<file path="src/rtl/load_stall_ctrl.sv">
// Pipeline stall controller for the openMIPS core.
// Merges load-use bubbles, data-RAM wait states with a timeout watchdog, and EX multi-cycle requests.
module load_stall_ctrl #(
    parameter int REG_ADDR_W       = 5,
    parameter int LOAD_USE_BUBBLES = 1,
    parameter int MEM_TIMEOUT      = 16,
    parameter int TO_W             = 5,
    parameter int CNT_W            = 16
) (
    input  logic                  clk,
    input  logic                  rst,
    input  logic                  id_reg1_read_i,
    input  logic [REG_ADDR_W-1:0] id_reg1_addr_i,
    input  logic                  id_reg2_read_i,
    input  logic [REG_ADDR_W-1:0] id_reg2_addr_i,
    input  logic                  ex_load_i,
    input  logic                  ex_wreg_i,
    input  logic [REG_ADDR_W-1:0] ex_wd_i,
    input  logic                  ex_stallreq_i,
    input  logic                  mem_req_i,
    input  logic                  mem_ack_i,
    input  logic                  flush_i,
    output logic [5:0]            stall_o,
    output logic [CNT_W-1:0]      stall_cnt_o,
    output logic                  mem_timeout_o
);

    typedef enum logic {
        IDLE,
        MEM_WAIT
    } state_t;

    localparam logic [1:0]      BC_INIT = 2'(LOAD_USE_BUBBLES - 1);
    localparam logic [TO_W-1:0] TO_LAST = TO_W'(MEM_TIMEOUT - 1);

    localparam logic [5:0] STALL_MEM  = 6'b011111;
    localparam logic [5:0] STALL_EX   = 6'b001111;
    localparam logic [5:0] STALL_LU   = 6'b000111;
    localparam logic [5:0] STALL_NONE = 6'b000000;

    state_t          state;
    logic [TO_W-1:0] to_cnt;
    logic [1:0]      bc;

    logic hazard;
    logic mem_wait;
    logic lu_stall;

    // Register 0 is hard-wired to zero, so a load targeting it can never feed a consumer.
    always_comb begin
        hazard = ex_load_i && ex_wreg_i && (ex_wd_i != '0) &&
                 ((id_reg1_read_i && (id_reg1_addr_i == ex_wd_i)) ||
                  (id_reg2_read_i && (id_reg2_addr_i == ex_wd_i)));
    end

    // In MEM_WAIT the request line is not re-examined: the access stays open until ack or timeout.
    always_comb begin
        mem_wait = (state == IDLE) ? (mem_req_i && !mem_ack_i) : !mem_ack_i;
    end

    always_comb begin
        lu_stall = !flush_i && (hazard || (bc != 2'd0));
    end

    // NOTE: a default assignment first keeps every path covered, so no latch is inferred.
    always_comb begin
        stall_o = STALL_NONE;
        if (mem_wait)
            stall_o = STALL_MEM;
        else if (flush_i)
            stall_o = STALL_NONE;
        else if (ex_stallreq_i)
            stall_o = STALL_EX;
        else if (lu_stall)
            stall_o = STALL_LU;
    end

    // NOTE: sequential state uses non-blocking assignments so every register samples pre-edge values.
    always_ff @(posedge clk or negedge rst) begin
        if (!rst) begin
            state         <= IDLE;
            to_cnt        <= '0;
            mem_timeout_o <= 1'b0;
        end else begin
            case (state)
                IDLE: begin
                    if (mem_req_i && !mem_ack_i) begin
                        state  <= MEM_WAIT;
                        to_cnt <= TO_W'(1);
                    end
                end
                MEM_WAIT: begin
                    if (mem_ack_i) begin
                        state  <= IDLE;
                        to_cnt <= '0;
                    end else if (to_cnt == TO_LAST) begin
                        // Abort the access; the flag stays set until the next reset.
                        state         <= IDLE;
                        to_cnt        <= '0;
                        mem_timeout_o <= 1'b1;
                    end else begin
                        to_cnt <= to_cnt + TO_W'(1);
                    end
                end
                default: begin
                    state  <= IDLE;
                    to_cnt <= '0;
                end
            endcase
        end
    end

    // Bubble counter: frozen under a mem or EX stall, so bubbles are never lost behind them.
    always_ff @(posedge clk or negedge rst) begin
        if (!rst) begin
            bc <= 2'd0;
        end else if (flush_i) begin
            bc <= 2'd0;
        end else if (mem_wait || ex_stallreq_i) begin
            bc <= bc;
        end else if (bc != 2'd0) begin
            bc <= bc - 2'd1;
        end else if (hazard) begin
            bc <= BC_INIT;
        end
    end

    always_ff @(posedge clk or negedge rst) begin
        if (!rst) begin
            stall_cnt_o <= '0;
        end else if ((stall_o != STALL_NONE) && (stall_cnt_o != '1)) begin
            stall_cnt_o <= stall_cnt_o + CNT_W'(1);
        end
    end

endmodule

</file>
<file path="config.mk">
export PLATFORM = sky130hd
export DESIGN_NAME = load_stall_ctrl
export DESIGN_NICKNAME = d
export VERILOG_FILES = /design/src/rtl/load_stall_ctrl.sv
export SDC_FILE = /design/constraint.sdc
export NUM_CORES = 1
export LEC_CHECK = 0
export ABC_AREA = 1
export CAP_MARGIN = 20
export CELL_PAD_IN_SITES_DETAIL_PLACEMENT = 1
export CELL_PAD_IN_SITES_GLOBAL_PLACEMENT = 2
export CORE_MARGIN = 2
export CORE_UTILIZATION = 24
export CTS_BUF_LIST = sky130_fd_sc_hd__clkbuf_4 sky130_fd_sc_hd__clkbuf_8
export CTS_CLUSTER_SIZE = 25
export DETAILED_ROUTE_END_ITERATION = 8
export GPL_TIMING_DRIVEN = 0
export PLACE_DENSITY_LB_ADDON = 0.1
export SYNTH_ARGS = -nofsm -noshare
export SYNTH_HDL_FRONTEND = slang
export SYNTH_SLANG_ARGS = --single-unit
</file>
<file path="constraint.sdc">
create_clock -name clk -period 2.23 [get_ports clk]
set_clock_uncertainty 0.05 [all_clocks]
set_input_delay 0.669 -clock clk [delete_from_list [all_inputs] [get_ports clk]]
set_output_delay 0.669 -clock clk [all_outputs]
set_load 0.02 [all_outputs]
</file>
==> results by group <==
GRT
  – Largest net degree at the start of global routing: 16
  – First-pass GRT wire length: approximately 8100 um
  – Number of global-route vias before repair: 1716
  – Initial antenna violation count: 0
  – GRT Residual Overflow: 0
  – Total track usage: 0.134

Critical path
  – Worst setup path class: input port to output port
  – CP peak stage delay: around 110 ps
  – Slowest-stage cell, CP: nor2_2
  – Worst reg2reg path depth: 9
  – Kind of start point of the critical path: input port
  – Top cell by count, worst path: nand2_2
  – Worst endpoint data arrival time: 1670 ps
  – Critical Path RT: between 1500 and 2000 ps
  – R2r endpoint: stall_cnt_o[15]
  – RR Startpoint: stall_cnt_o[0]
  – Crit end category: output port
  – Worst path cell trace: buf_8, inv_8, nand2_2, nand2_2, nor2_2, nand3_1, nand2_1, nand2_2, nand2_2, nand2_2, nand2_4, buf_6, buf_6
  – R2R setup slack: 310 ps
  – Crit-path max FO: 6
  – Family with the most delay on the worst path: simple AND/OR/NAND/NOR gates
  – Worst Path Buf+Inv: 4

Yosys
  – Synthesized Nets: roughly 260
  – Most used flip-flop cell after synthesis: dfrtp_1
  – Area contributors post-synth: dfrtp_1 38%, nand2_1 18%, nand3_1 8.5%
  – Count leader, synth: nand2_1
  – FFs w/ async S/R, synth: 1.00
  – Post-Syn Area: roughly 0.0017 mm^2
  – Number of synthesized flops with an enable pin: 0
  – Synth top area share: 0.377
  – Post-synth cell types: 26
  – Synth Register Bits: 25
  – Register area share after synthesis: 0.377
  – Top post-synthesis cells by count: 79 x nand2_1, 28 x nand3_1, 27 x inv_1
  – Synth Area per Inst: 7.08 um^2
  – Synth Warn #: 0
  – Area leader, netlist: dfrtp_1
  – Post-Synthesis Cells: between 200 and 250

Clock tree
  – Clock-pin transition on the worst setup and hold timing paths: 100 ps
  – Clk buf depth: 2
  – Root Driver: clkbuf_8
  – CTS sink count: 25
  – CTS tree: yes
  – H-Tree Depth: 1
  – CTS buffer count: 3
  – Clock latency on the worst-skew pair: 280 ps

Power and ir drop
  – PwrDens: roughly 530 mW/mm^2
  – VDD IR-drop max: a little under 0.5 mV
  – Total chip power: between 1 and 1.5 mW
  – Sequential share of power: 0.418
  – Comb power frac: 0.372
  – LEAKAGE: ~1.4 nW
  – Clk pwr share: 0.210
  – Internal power: 900 uW
  – Switching share of total power: 0.354
  – Net switching power: a little under 500 uW

STA
  – Final Hold Violating Endpoints: 0
  – Min Tclk post-route: approximately 2400 ps
  – F_max: 0.419 GHz
  – Rel. slew slack: 0.546
  – Final worst setup slack: -159 ps
  – Fin crit share: 1.07
  – Final slew viol count: 0
  – Setup violations, final: 4
  – Worst-Margin Slew: between 600 and 700 ps
  – RSZ-0062 raised after global routing: yes
  – Min Hold Slack: between 400 and 500 ps
  – Setup TNS: -481 ps

Layout
  – Antenna Cells: 0
  – Share of cells above drive strength 1: 0.336
  – Layout area overhead: 59.0%
  – Final Net Count: approximately 340
  – Fin area: 0.00264 mm^2
  – FILL cells: approximately 830

Floorplanning
  – Die height: slightly below 90 um
  – Std-Cell Rows: 30
  – Num ports: between 40 and 50
  – Initial Utilization: 0.245
  – Die area: approximately 0.0076 mm^2
  – Core Region: 0.00676 mm^2
  – Die W: 87.1 um

Routing
  – Routed WL: ~4900 um
  – Pre-antenna DRT Iters: 4
  – Post-DRT Antenna Nets: 0
  – Drt wl/cell: about 13 um
  – Post-DR vias/cell: roughly 4.5
  – Routed vias: about 1700
  – Starting DRT DRC Count: 26
  – DRC errors left: 0

Placement
  – Post-DP HPWL: ~3600 um
  – Setup slack at placement: -1450 ps
  – RePlAce Congestion: 0.783
  – IO buf count: 46
  – Placed Area: about 0.0023 mm^2

Hold path
  – Worst Hold Class: flip-flop to flip-flop
  – HP Start: state
  – Hold Path Depth: 1
  – Hold endpoint: state

Job
  – Max cap viols: 0

Run status
  – Failing checks: negative setup slack
  – Status: complete, but fails checks
repair_timing:
| item | CTS | global route |
|---|---|---|
| gates cloned | 0 | 0 |
| setup endpoints to repair | 15 | 9 |
| setup buffers | 23 | 8 |
| hold buffers | 0 | 0 |
| resized for setup | 136 | 32 |
| pin swaps | 32 | 24 |
routing by layer:
layer | part of all wire | vias to the layer above | GRT usage
li1 | - | 877 | -
met1 | 0.48 | 823 | 0.185
met3 | 0.036 | 4 | 0.0265
met5 | 0 | - | 0
met2 | 0.48 | 25 | 0.218
met4 | 0.0090 | 0 | 0.0294
through the flow:
| stage | instances | util |
|---|---|---|
| after CTS | 388 | 0.376 |
| after global routing | 387 | 0.390 |
| final | 387 | 0.390 |
| after detailed placement | 361 | 0.339 |
| after floorplan | 234 | - |
| after global placement | 360 | 0.335 |
power by group through the flow:
stage,logic (mW),clock network (mW),registers [mW]
2_1_floorplan,0.209,0,0.629
3_3_place_gp,0.464,0,0.593
3_5_place_dp,0.473,0,0.592
4_1_cts,0.511,0.305,0.584
5_1_grt,0.570,0.324,0.598
6_report,0.519,0.292,0.583
layout by cell type, fill, tap and decap left out, drive strengths merged:
master,n
a21oi,2
xor2,7
a32o,1
inv,30
conb,1
o21ai,6
dfrtp,25
nand4,5
dlygate4sd2,5
nand2,83
o31ai,1
nor4,2
clkbuf,3
nor3,2
a21boi,1
clkdlybuf4s50,18
nor2,21
buf,51
ha,2
xnor2,9
clkinvlp,1
nand3,29
clkdlybuf4s15,2
sequential cells by signal, indices dropped and copies added (netlist names):
register       count
mem_timeout_o      1
state              1
bc                 2
to_cnt             5
stall_cnt_o       16
worst max path at each step:
stage / start / to / slack [ps] / cells past startpoint
2_1_floorplan: id_reg1_addr_i[2] / stall_o[1] / -30 / 12
4_1_cts: ex_wd_i[3] / stall_o[2] / -250 / 14
3_3_place_gp: ex_wd_i[2] / stall_o[2] / -1440 / 14
5_1_grt: ex_wd_i[1] / stall_o[2] / -270 / 13
6_report: id_reg1_addr_i[2] / stall_o[2] / -160 / 13
3_5_place_dp: ex_wd_i[2] / stall_o[2] / -1450 / 14
kinds of logic (layout without fill, tap and decap cells):
group	count (synthesis)	after routing	share of synthesized area
compound gates	11	11	0.0392
simple gates	142	142	0.383
flops	25	25	0.377
xor+xnor	16	16	0.0845
other cells	1	1	0.00226
buf+inv	37	110	0.0989
fa+ha+maj	2	2	0.0151
final cells by class:
cell class | instances | area [um^2] | share of cell area
clock buffers | 3 | 41.3 | 0.0157
inverters | 30 | 140 | 0.0532
multi-input cells | 172 | 971 | 0.368
well taps | 80 | 100 | 0.0380
repair buffers | 70 | 696 | 0.264
clock inverters | 1 | 7.51 | 0.00285
flip-flops and latches | 25 | 627 | 0.238
plain buffers | 6 | 53.8 | 0.0204
(Power assumes the default switching activity.)
==> variant: new RTL, config.mk and constraints unchanged <==
`LOAD_USE_BUBBLES`: 1 -> 0.
--- a/src/rtl/load_stall_ctrl.sv
+++ b/src/rtl/load_stall_ctrl.sv
@@ -4,3 +4,3 @@
     parameter int REG_ADDR_W       = 5,
-    parameter int LOAD_USE_BUBBLES = 1,
+    parameter int LOAD_USE_BUBBLES = 0,
     parameter int MEM_TIMEOUT      = 16,
Check against the original RTL: not equivalent (Yosys sat finds a counterexample within 4 cycles, from zero or initial values and one cycle with rst low).
==> variant against the original RTL <==
  * The flow still finishes with violations (setup timing)
  * Global-route usage up 0.32 points
  * Final area down 0.38%
  * Total power up 19%
  * Worst setup slack worse by 0.049 ns
  * Synthesized area up 2.6%
  * Wire length up 1.7%
  * Sequential cell count unchanged
  * Sequential share of layout area up 0.14 points
  * Highest routed layer unchanged
==> variant: results (changes against the original RTL) <==
layout:
  syn_to_final_growth_pct: 54.5  # was 59.0%
  finalNetCount: 332  # was 335
  clock_buffers: 4  # was 3
  multi_input_gates: 179  # was 172
  drive_gt1_share_pct: 30.0  # was 33.6%
outcome:
  outcome: "finished with violations"  # unchanged
  failed_checks: "setup timing"  # unchanged
global_routing:
  met3_usage_pct: 1.89  # was 2.65%
  grt_pass1_wl_um: 8350  # was 8100 µm
  grtUsageMet1_pct: 20.4  # was 18.5%
  grt_pass1_vias: 1691  # was 1716
  use_met2_pct: 20.8  # was 21.8%
drt:
  drt_iter0_markers: 42  # was 26
  routed_wl_um: 4990  # was 4910 µm
  dr_wl_met2_um: 2210  # was 2340 µm
  via_per_inst: 4.33  # was 4.47
pwr:
  max-vdd-ir-drop_mv: 0.331  # was 0.487 mV
sta:
  setup_viol: 3  # was 4
  setup_ws_ns: -0.208  # was -0.159 ns
  finalSetupTns_ns: -0.595  # was -0.481 ns
synth:
  synth_adder_area_share_pct: 2.21  # was 1.51%
  synthCells: 242  # was 234
  seq_area_frac_synth_pct: 36.8  # was 37.7%
  synthTopCellsByArea: "dfrtp_1 37%, nand2_1 18%, nand3_1 8.5%, inv_1 5.5%, nor2_1 4.6%"  # was dfrtp_1 38%, nand2_1 18%, nand3_1 8.5%, inv_1 6.1%, xnor2_1 4.8%
  synth_cell_types: 29  # was 26
place:
  placed_cell_area_um2: 2370  # was 2290 µm²
  dp_hpwl_um: 3820  # was 3620 µm
critical_path:
  r2r_end: "stall_cnt_o[2]"  # was stall_cnt_o[15]
  crit_start: "ex_wd_i[1]"  # was id_reg1_addr_i[2]
  r2r_setup_slack_ns: 0.20  # was 0.31 ns
  cp_max_fo: 8  # was 6
  critPathCapture: "stall_o[1]"  # was stall_o[2]
hold_path:
  holdPathStages: 2  # was 1
variant: power by group through the flow:
| stage | registers [mW] | logic, mW | clock network (mW) |
|---|---|---|---|
| finish | 0.630 | 0.739 | 0.291 |
| global route | 0.647 | 0.828 | 0.327 |
| CTS | 0.627 | 0.712 | 0.315 |
| detailed placement | 0.633 | 0.688 | 0 |
| global placement | 0.632 | 0.675 | 0 |
| floorplan | 0.673 | 0.355 | 0 |
variant: worst reg2reg max path, delay by kind of cell, from the launching register on:
kind                     cells  cell delay (ns)
adder cells (fa/ha/maj)      1             0.22
buffers and inverters        1             0.17
AND/OR/NAND/NOR              7             1.12
flip-flops                   1             0.43
variant: what timing repair did:
action	in CTS	in global routing
resized for setup	126	45
pin swaps	26	26
buffers inserted	10	5
setup endpoints to repair	15	21
variant: cells by family (layout without fill, tap and decap cells):
family / Yosys count / in the layout
simple gates: 146 / 146
buf+inv: 38 / 99
flops: 25 / 25
xor+xnor: 16 / 16
compound gates: 13 / 13
fa+ha+maj: 3 / 3
other cells: 1 / 1
